## src/rtl/nibble_serial_adder_pkg.sv

```systemverilog
// Shared constants for the nibble-serial add/subtract unit:
// FSM encodings and the nibble width.
package nibble_serial_adder_pkg;

    localparam int NIBBLE_W = 4;

    localparam logic [1:0] ST_IDLE = 2'b00;
    localparam logic [1:0] ST_RUN  = 2'b01;
    localparam logic [1:0] ST_DONE = 2'b10;

    typedef enum logic [1:0] {
        IDLE = ST_IDLE,
        RUN  = ST_RUN,
        DONE = ST_DONE
    } state_t;

endpackage

```

## src/rtl/nibble_adder_cin.sv

```systemverilog
// Combinational 4-bit ripple adder with carry-in.
// c3 is the carry into the top bit, used for signed overflow.
module nibble_adder_cin
    import nibble_serial_adder_pkg::*;
(
    input  logic [NIBBLE_W-1:0] a,
    input  logic [NIBBLE_W-1:0] b,
    input  logic                cin,
    output logic [NIBBLE_W-1:0] s,
    output logic                cout,
    output logic                c3
);

    logic [NIBBLE_W:0] c;

    // Bit-by-bit ripple through the carry chain.
    always_comb begin
        c    = '0;
        s    = '0;
        c[0] = cin;
        for (int i = 0; i < NIBBLE_W; i++) begin
            s[i]   = a[i] ^ b[i] ^ c[i];
            c[i+1] = (a[i] & b[i]) | (c[i] & (a[i] ^ b[i]));
        end
    end

    assign cout = c[NIBBLE_W];
    assign c3   = c[NIBBLE_W-1];

endmodule

```

## src/rtl/nibble_serial_adder.sv

```systemverilog
// Multi-cycle WIDTH-bit add/subtract, one nibble per clock.
// Optional signed overflow: define NIBBLE_SERIAL_ADDER_OVF_EN.
module nibble_serial_adder
    import nibble_serial_adder_pkg::*;
#(
    parameter int WIDTH = 16
) (
    input  logic             clock,
    input  logic             clear,
    input  logic             start,
    input  logic             sub,
    input  logic [WIDTH-1:0] A,
    input  logic [WIDTH-1:0] B,
    output logic             busy,
    output logic             done,
    output logic [WIDTH-1:0] Result,
    output logic             c_out,
    output logic             overflow
);

    localparam int NIBBLES = WIDTH / NIBBLE_W;
    localparam int IW      = $clog2(NIBBLES);
    localparam logic [IW-1:0] LAST = IW'(NIBBLES - 1);

    state_t              state;
    logic [IW-1:0]       idx;
    logic                carry;
    logic [WIDTH-1:0]    opa;
    logic [WIDTH-1:0]    opb;
    int                  base;
    logic [NIBBLE_W-1:0] a_nib;
    logic [NIBBLE_W-1:0] b_nib;
    logic [NIBBLE_W-1:0] sum;
    logic                nib_cout;
    logic                nib_c3;

    // Select the operand slices for the current nibble index.
    always_comb begin
        base  = 32'(idx) * NIBBLE_W;
        a_nib = opa[base +: NIBBLE_W];
        b_nib = opb[base +: NIBBLE_W];
    end

    nibble_adder_cin u_nib (
        .a    (a_nib),
        .b    (b_nib),
        .cin  (carry),
        .s    (sum),
        .cout (nib_cout),
        .c3   (nib_c3)
    );

    assign busy = (state != IDLE);

`ifndef NIBBLE_SERIAL_ADDER_OVF_EN
    logic unused_c3;
    assign unused_c3 = nib_c3;
    assign overflow  = 1'b0;
`endif

    // Control FSM, operand latches, carry and result collection.
    always_ff @(posedge clock or posedge clear) begin
        if (clear) begin
            state    <= IDLE;
            idx      <= '0;
            carry    <= 1'b0;
            opa      <= '0;
            opb      <= '0;
            Result   <= '0;
            c_out    <= 1'b0;
            done     <= 1'b0;
`ifdef NIBBLE_SERIAL_ADDER_OVF_EN
            overflow <= 1'b0;
`endif
        end else begin
            done <= 1'b0;
            unique case (state)
                IDLE: begin
                    if (start) begin
                        opa      <= A;
                        opb      <= sub ? ~B : B;
                        carry    <= sub;
                        idx      <= '0;
                        Result   <= '0;
                        c_out    <= 1'b0;
`ifdef NIBBLE_SERIAL_ADDER_OVF_EN
                        overflow <= 1'b0;
`endif
                        state    <= RUN;
                    end
                end
                RUN: begin
                    Result[base +: NIBBLE_W] <= sum;
                    carry <= nib_cout;
                    if (idx == LAST) begin
                        c_out    <= nib_cout;
`ifdef NIBBLE_SERIAL_ADDER_OVF_EN
                        overflow <= nib_c3 ^ nib_cout;
`endif
                        state    <= DONE;
                    end else begin
                        idx <= idx + 1'b1;
                    end
                end
                DONE: begin
                    done  <= 1'b1;
                    state <= IDLE;
                end
                default: state <= IDLE;
            endcase
        end
    end

endmodule
```

## config.mk

```make
export PLATFORM = sky130hd
export DESIGN_NAME = nibble_serial_adder
export DESIGN_NICKNAME = d
export VERILOG_FILES = /design/src/rtl/nibble_serial_adder_pkg.sv /design/src/rtl/nibble_adder_cin.sv /design/src/rtl/nibble_serial_adder.sv
export SDC_FILE = /design/constraint.sdc
export NUM_CORES = 1
export LEC_CHECK = 0
export ABC_AREA = 1
export CAP_MARGIN = 20
export CELL_PAD_IN_SITES_DETAIL_PLACEMENT = 0
export CELL_PAD_IN_SITES_GLOBAL_PLACEMENT = 1
export CORE_MARGIN = 1.5
export CORE_UTILIZATION = 35
export CTS_BUF_LIST = sky130_fd_sc_hd__clkbuf_4 sky130_fd_sc_hd__clkbuf_8
export CTS_CLUSTER_DIAMETER = 120
export DETAILED_ROUTE_END_ITERATION = 10
export GPL_TIMING_DRIVEN = 1
export MAX_ROUTING_LAYER = met4
export PLACE_DENSITY_LB_ADDON = 0.1
export SYNTH_ARGS = -nofsm -noshare
export SYNTH_HDL_FRONTEND = slang
export SYNTH_SLANG_ARGS = --single-unit
```

## constraint.sdc

```tcl
create_clock -name clock -period 2.6 [get_ports clock]
set_input_delay 0.39 -clock clock [delete_from_list [all_inputs] [get_ports clock]]
set_output_delay 0.39 -clock clock [all_outputs]
set_load 0.01 [all_outputs]
```

Word-level counts from Yosys, hierarchy flattened. Index checks and enable logic that the tools add are counted.

Flip-flop bits (word level): 55. Input port bits: 36. Word-level logic and storage cells: 65.

$add $sub $neg: 2. Equality and inequality tests: 6. Shifts and indexed selects: 4. Muxes and demuxes: 16. Bitwise operators: 21. Reduce and logical (&&, ||, !) cells: 8.

Operators by type and width (count): $neg A4 Y33 (1); $shift A4 B33 Y16 const A (1); $shiftx A4 B33 Y16 (1); $mux W16 (2); $pmux W16 S2 (1); $shiftx A16 B5 Y4 (2); $bwmux W16 (1); $not A16 Y16 (1); $and A1 B1 Y1 (8); $mux W2 (4); $pmux W2 S2 (2); $xor A1 B1 Y1 (8); $ne A2 B2 Y1 const B (3); $reduce_and A2 Y1 (3); $reduce_and A3 Y1 (2); $eq A2 B2 Y1 const B (2); $mux W1 (4); $or A1 B1 Y1 (4); $pmux W1 S2 (2); $reduce_bool A2 Y1 (2); $add A2 B1 Y2 const B (1); $eq A2 B1 Y1 const B (1); $logic_not A2 Y1 (1).

Logic depth before layout (Yosys ltp). Gate-level depths: netlist (run 1).

Depth in word-level cells: 12. Mapped depth: 16. Mapped depth without buffers: 15.

Hierarchy. From an unflattened synthesis (run 1), not the netlist that was laid out.

Cell total of the unflattened synthesis: 376. Area total of the unflattened synthesis: 2921.6 µm².

By module, submodules not included: nibble_serial_adder (times used 1, cells an instance 364, area each 2811.4 µm²); nibble_adder_cin (times used 1, cells an instance 12, area each 110.1 µm²).

Least setup slack after synthesis (run 1). OpenSTA, ideal clock, no wires.

Kind: register -> register. Start: register idx[0]. End: register Result[15]. Setup time: 117 ps. Data arrival time: 2628 ps. Slack: -144 ps. Stages on the path, launching flop included: 17. Buffers on the path: 1. Clock period less this slack: 2744 ps. Cells stage by stage: dfrtp_1 > inv_2 > buf_2 > nand2_1 > nand3_1 > nand2_1 > fa_1 > inv_1 > fa_1 > inv_1 > fa_1 > inv_1 > fa_1 > nand2_1 > nor2_1 > nand2_1 > nand2_1.

Word-level cells in the longest chain between the ends: 12. Elaborated cells between the ends (all ways): 24. Classes of those cells: 1 x add/sub; 4 x shift; 2 x mux; 17 x bitwise.

Ends and longest elaborated chain: from (decl) (line nibble_serial_adder.sv:26) `logic [IW-1:0] idx;`; from (signal assigned) (line nibble_serial_adder.sv:102) `idx <= idx + 1'b1;`; $shiftx A16 B5 Y4, on equally long branches (line nibble_serial_adder.sv:40, nibble_serial_adder.sv:41); $xor A1 B1 Y1 (line nibble_adder_cin.sv:22, nibble_adder_cin.sv:23); $and A1 B1 Y1 (line nibble_adder_cin.sv:23) `c[i+1] = (a[i] & b[i]) | (c[i] & (a[i] ^ b[i]));`; $or A1 B1 Y1 (line nibble_adder_cin.sv:23); $and A1 B1 Y1 (line nibble_adder_cin.sv:23); $or A1 B1 Y1 (line nibble_adder_cin.sv:23); $and A1 B1 Y1 (line nibble_adder_cin.sv:23); $or A1 B1 Y1 (line nibble_adder_cin.sv:23); $xor A1 B1 Y1 (line nibble_adder_cin.sv:22) `s[i] = a[i] ^ b[i] ^ c[i];`; $shiftx A4 B33 Y16 (line nibble_serial_adder.sv:93) `Result[base +: NIBBLE_W] <= sum;`; $bwmux W16 * (line nibble_serial_adder.sv:93); $pmux W16 S2 * (line nibble_serial_adder.sv:77) `unique case (state)`; to (signal, indexed assignment) (line nibble_serial_adder.sv:93); to (decl) (line nibble_serial_adder.sv:16) `output logic [WIDTH-1:0] Result,`.

Mark *: on every way between the ends. The rest lies on a longest branch, timed or not. A chain may end at the register's enable or synchronous reset.

Worst setup path in the final report (run 1).
Start: register idx[0]. End: register Result[7].

Same word-level chain as after synthesis.

==> run summary, run 1 <==
Status = finished, violations left
Violated checks = negative setup slack
WL final = 6.45 mm
CP Buf/Inv Count = 4
Post-synth EDFFs = 0
Cell taking the most area after synthesis = dfrtp_1
Final period utilization = 101%
Register area = 0.00138 mm²
CTS tree = built
P per Cell Area = 1210 mW/mm²
Register area share after synthesis = 48.6%
R2R setup slack = -0.02 ns
Placed cells = 513
Worst setup endpoint = Result[7]$_DFFE_PP0P_
Average size of a mapped cell = 7.87 µm²
Area Overhead vs Synth = 31.4%
Initial antenna violation count = 0
Worst R2R Path Depth = 15
Synth Register Bits = 55
RePlAce Congestion = 0.830
Maximum vdd drop = 0.472 mV
Die area = 0.00865 mm²
Clk Latency, worst-skew pair = 0.31 ns
Vias in the first global route = 2,288
Core area = 0.00777 mm²
Critical path's slowest cell = fa_1
Crit path from = idx[0]$_DFFE_PP0P_
Post-cts hold buffer count = 0
RSZ-0062 raised after global routing = yes
Main flop type after synthesis = dfrtp_1
Die span in y = 93.0 µm
CP top delay family = adder cells
Antenna diodes = 0
Tot GR Track Use = 16.7%
Fin. Hold Viols = 0
Max-slew violation count = 0
Final nets = 467
RR Endpoint = Result[7]$_DFFE_PP0P_
Max Freq = 382 MHz
Pin count of the biggest net entering global routing = 33
Share of cells above drive strength 1 = 13.7%
Crit path max fanout = 5
Final setup margin = -0.0198 ns
Leakage = 0.00194 µW
Clk slew on worst S/H paths = 0.10 ns
Yosys warnings = 0
Initial Utilization = 36.5%
H-tree depth = 2
# IOs = 56
CTS max path bufs = 2
Post-Syn Area = 0.00283 mm²
Max-cap violations = 0
Global-route wire length before repair = 11.0 mm
Detailed Routing Iterations Pass 1 = 4
Vias post-DR = 2,411
Most common library cells after synthesis = 168 x nand2_1, 55 x dfrtp_1, 31 x nand3_1
DRT iter0 DRCs = 79
Least-Margin Pin Slew = 0.535 ns
Critical path start-end classification = reg -> reg
Global route overflow = 0
Final min period = 2.62 ns
Critical path depth = 15
Most numerous cell in the Yosys netlist = nand2_1
Final Skew = 0.00473 ns
Min-Delay Path Class = in -> async
DRC Markers = 0
Final setup violation count = 1
Crit-path cells = buf_6, nand2_2, nand3_2, nand2_2, fa_2, inv_2, fa_2, inv_2, fa_2, inv_2, fa_1, nand2_2, nor2_2, nand2_1, nand2_1
Arr. time, crit path = 2.87 ns
PortBufs = 54
Syn Inst Count = 360
Filler cell count = 797
Cell Area, Placed = 0.00353 mm²
Synth top area share = 48.6%
# rows = 32
Relative slew margins = 64.3%
Post-DR vias/cell = 4.58
Post-route insts no fill = 526
Die width = 93.0 µm
Critical Path Start Type = register
Net count after synthesis = 404
Dpl hpwl = 4.80 mm
WL per Instance = 12.3 µm
Crit path largest cell delay = 0.57 ns
Async set-reset flop share out of synthesis = 100%
R2r startpoint = idx[0]$_DFFE_PP0P_
CTS root buf = clkbuf_8
Area occupied by multi-input gates = 0.00132 mm²
Final Cell Area = 0.00372 mm²
TritonCTS Buffers = 5
Final Core Density = 47.9%
Top post-synthesis cells by area = dfrtp_1 49%, nand2_1 22%, nand3_1 5.5%
Antenna viol nets, final = 0
Worst Path Required = 2.85 ns
Critical Path End Type = register
WHS = 0.428 ns
Synth unique cells = 21
Clock sink count = 55
==> power breakdown <==
group | total, µW | internal, µW | switching [µW]
clock network | 506 | 226 | 279
logic | 2500 | 1090 | 1410
registers | 1510 | 1220 | 283
==> metrics by stage <==
step / setup TNS [ns] / worst slack (ns) / total power, µW
finish: -0.0198 / -0.0198 / 4510
CTS: 0 / 0.000415 / 4480
floorplan: 0 / 0.000417 / 3060
global route: -0.440 / -0.148 / 4950
global placement: 0 / 0.0468 / 3850
detailed placement: -0.0632 / -0.0370 / 3860
==> area by class of cell <==
class / instances / area share, %
Sequential cell: 55 / 37.0
Tap cell: 102 / 3.43
Inverter: 25 / 2.59
Clock buffer: 7 / 2.42
Clock inverter: 1 / 0.134
Multi-Input combinational cell: 264 / 35.6
Timing Repair Buffer: 72 / 18.9
==> worst reg2reg max path: cells and delay by family, from the launching register on <==
kind,cells,cell delay (ns)
AND/OR/NAND/NOR,7,0.54
buffers and inverters,4,0.28
flip-flops,1,0.47
adder cells (fa/ha/maj),4,1.27
==> logic make-up after synthesis <==
logic type | Yosys count | synth area share (%)
AOI/OAI and AO/OA | 9 | 1.94
xor gates and xnor gates | 16 | 4.94
adders and majority gates | 8 | 4.59
buffers and inverters | 41 | 6.75
DFF | 55 | 48.6
other | 1 | 0.132
and+or+nand+nor | 230 | 33.1
==> sequential cells by signal (all words and copies together), names as in the netlist <==
register and cells:
Result 16, opa 16, opb 16, idx 2, state 2, c_out 1, carry 1, done 1
==> timing repair <==
item | 4_1_cts | 5_1_grt
setup buffers | 2 | 3
setup endpoints to repair | 3 | 4
pin swaps | 7 | 11
gates cloned | 0 | 0
gates resized for setup | 10 | 13
==> layout by cell type, fill, tap and decap left out <==
master           instances
nand4_1                  3
o21ai_1                  1
inv_4                    1
nor3_1                   1
inv_1                   17
ha_1                     4
nand2_1                159
nand3_1                 27
buf_4                   13
nand3_2                  6
clkbuf_4                 1
clkbuf_8                 6
nor3_2                   1
dfrtp_2                  1
xor2_1                  16
dfrtp_1                 54
clkdlybuf4s50_1         54
nand2_2                  9
nor2_2                   3
clkinv_2                 1
fa_2                     3
o21ai_0                  4
conb_1                   1
buf_6                    4
o211ai_1                 4
nand2_4                  1
inv_2                    7
fa_1                     1
nor2_1                  20
buf_12                   1
==> layer usage <==
layer	vias up	routed length, µm	track usage, %
met5	-	0	-
met2	44	3080	26.5
met4	0	105	5.56
li1	1232	-	-
met3	9	219	3.50
met1	1126	3050	21.4
==> how the worst min path moves through the flow <==
stage	end	start	cells past startpoint	slack [ns]
2_1_floorplan	opb[13]$_DFFE_PP0P_	opb[13]$_DFFE_PP0P_	2	0.44
3_3_place_gp	opb[1]$_DFFE_PP0P_	opb[1]$_DFFE_PP0P_	2	0.46
3_5_place_dp	opa[13]$_DFFE_PP0P_	opa[13]$_DFFE_PP0P_	2	0.46
4_1_cts	idx[1]$_DFFE_PP0P_	clear	2	0.44
5_1_grt	idx[1]$_DFFE_PP0P_	clear	2	0.48
6_report	Result[14]$_DFFE_PP0P_	clear	2	0.43
No activity file was read; power rests on OpenSTA's default activity.
==> inputs of run 2 (changes only) <==
Settings changed: GPL_TIMING_DRIVEN 1 to not set.
==> results of run 2 <==
No change in the layout: final DEF, timing and power equal those of run 1.
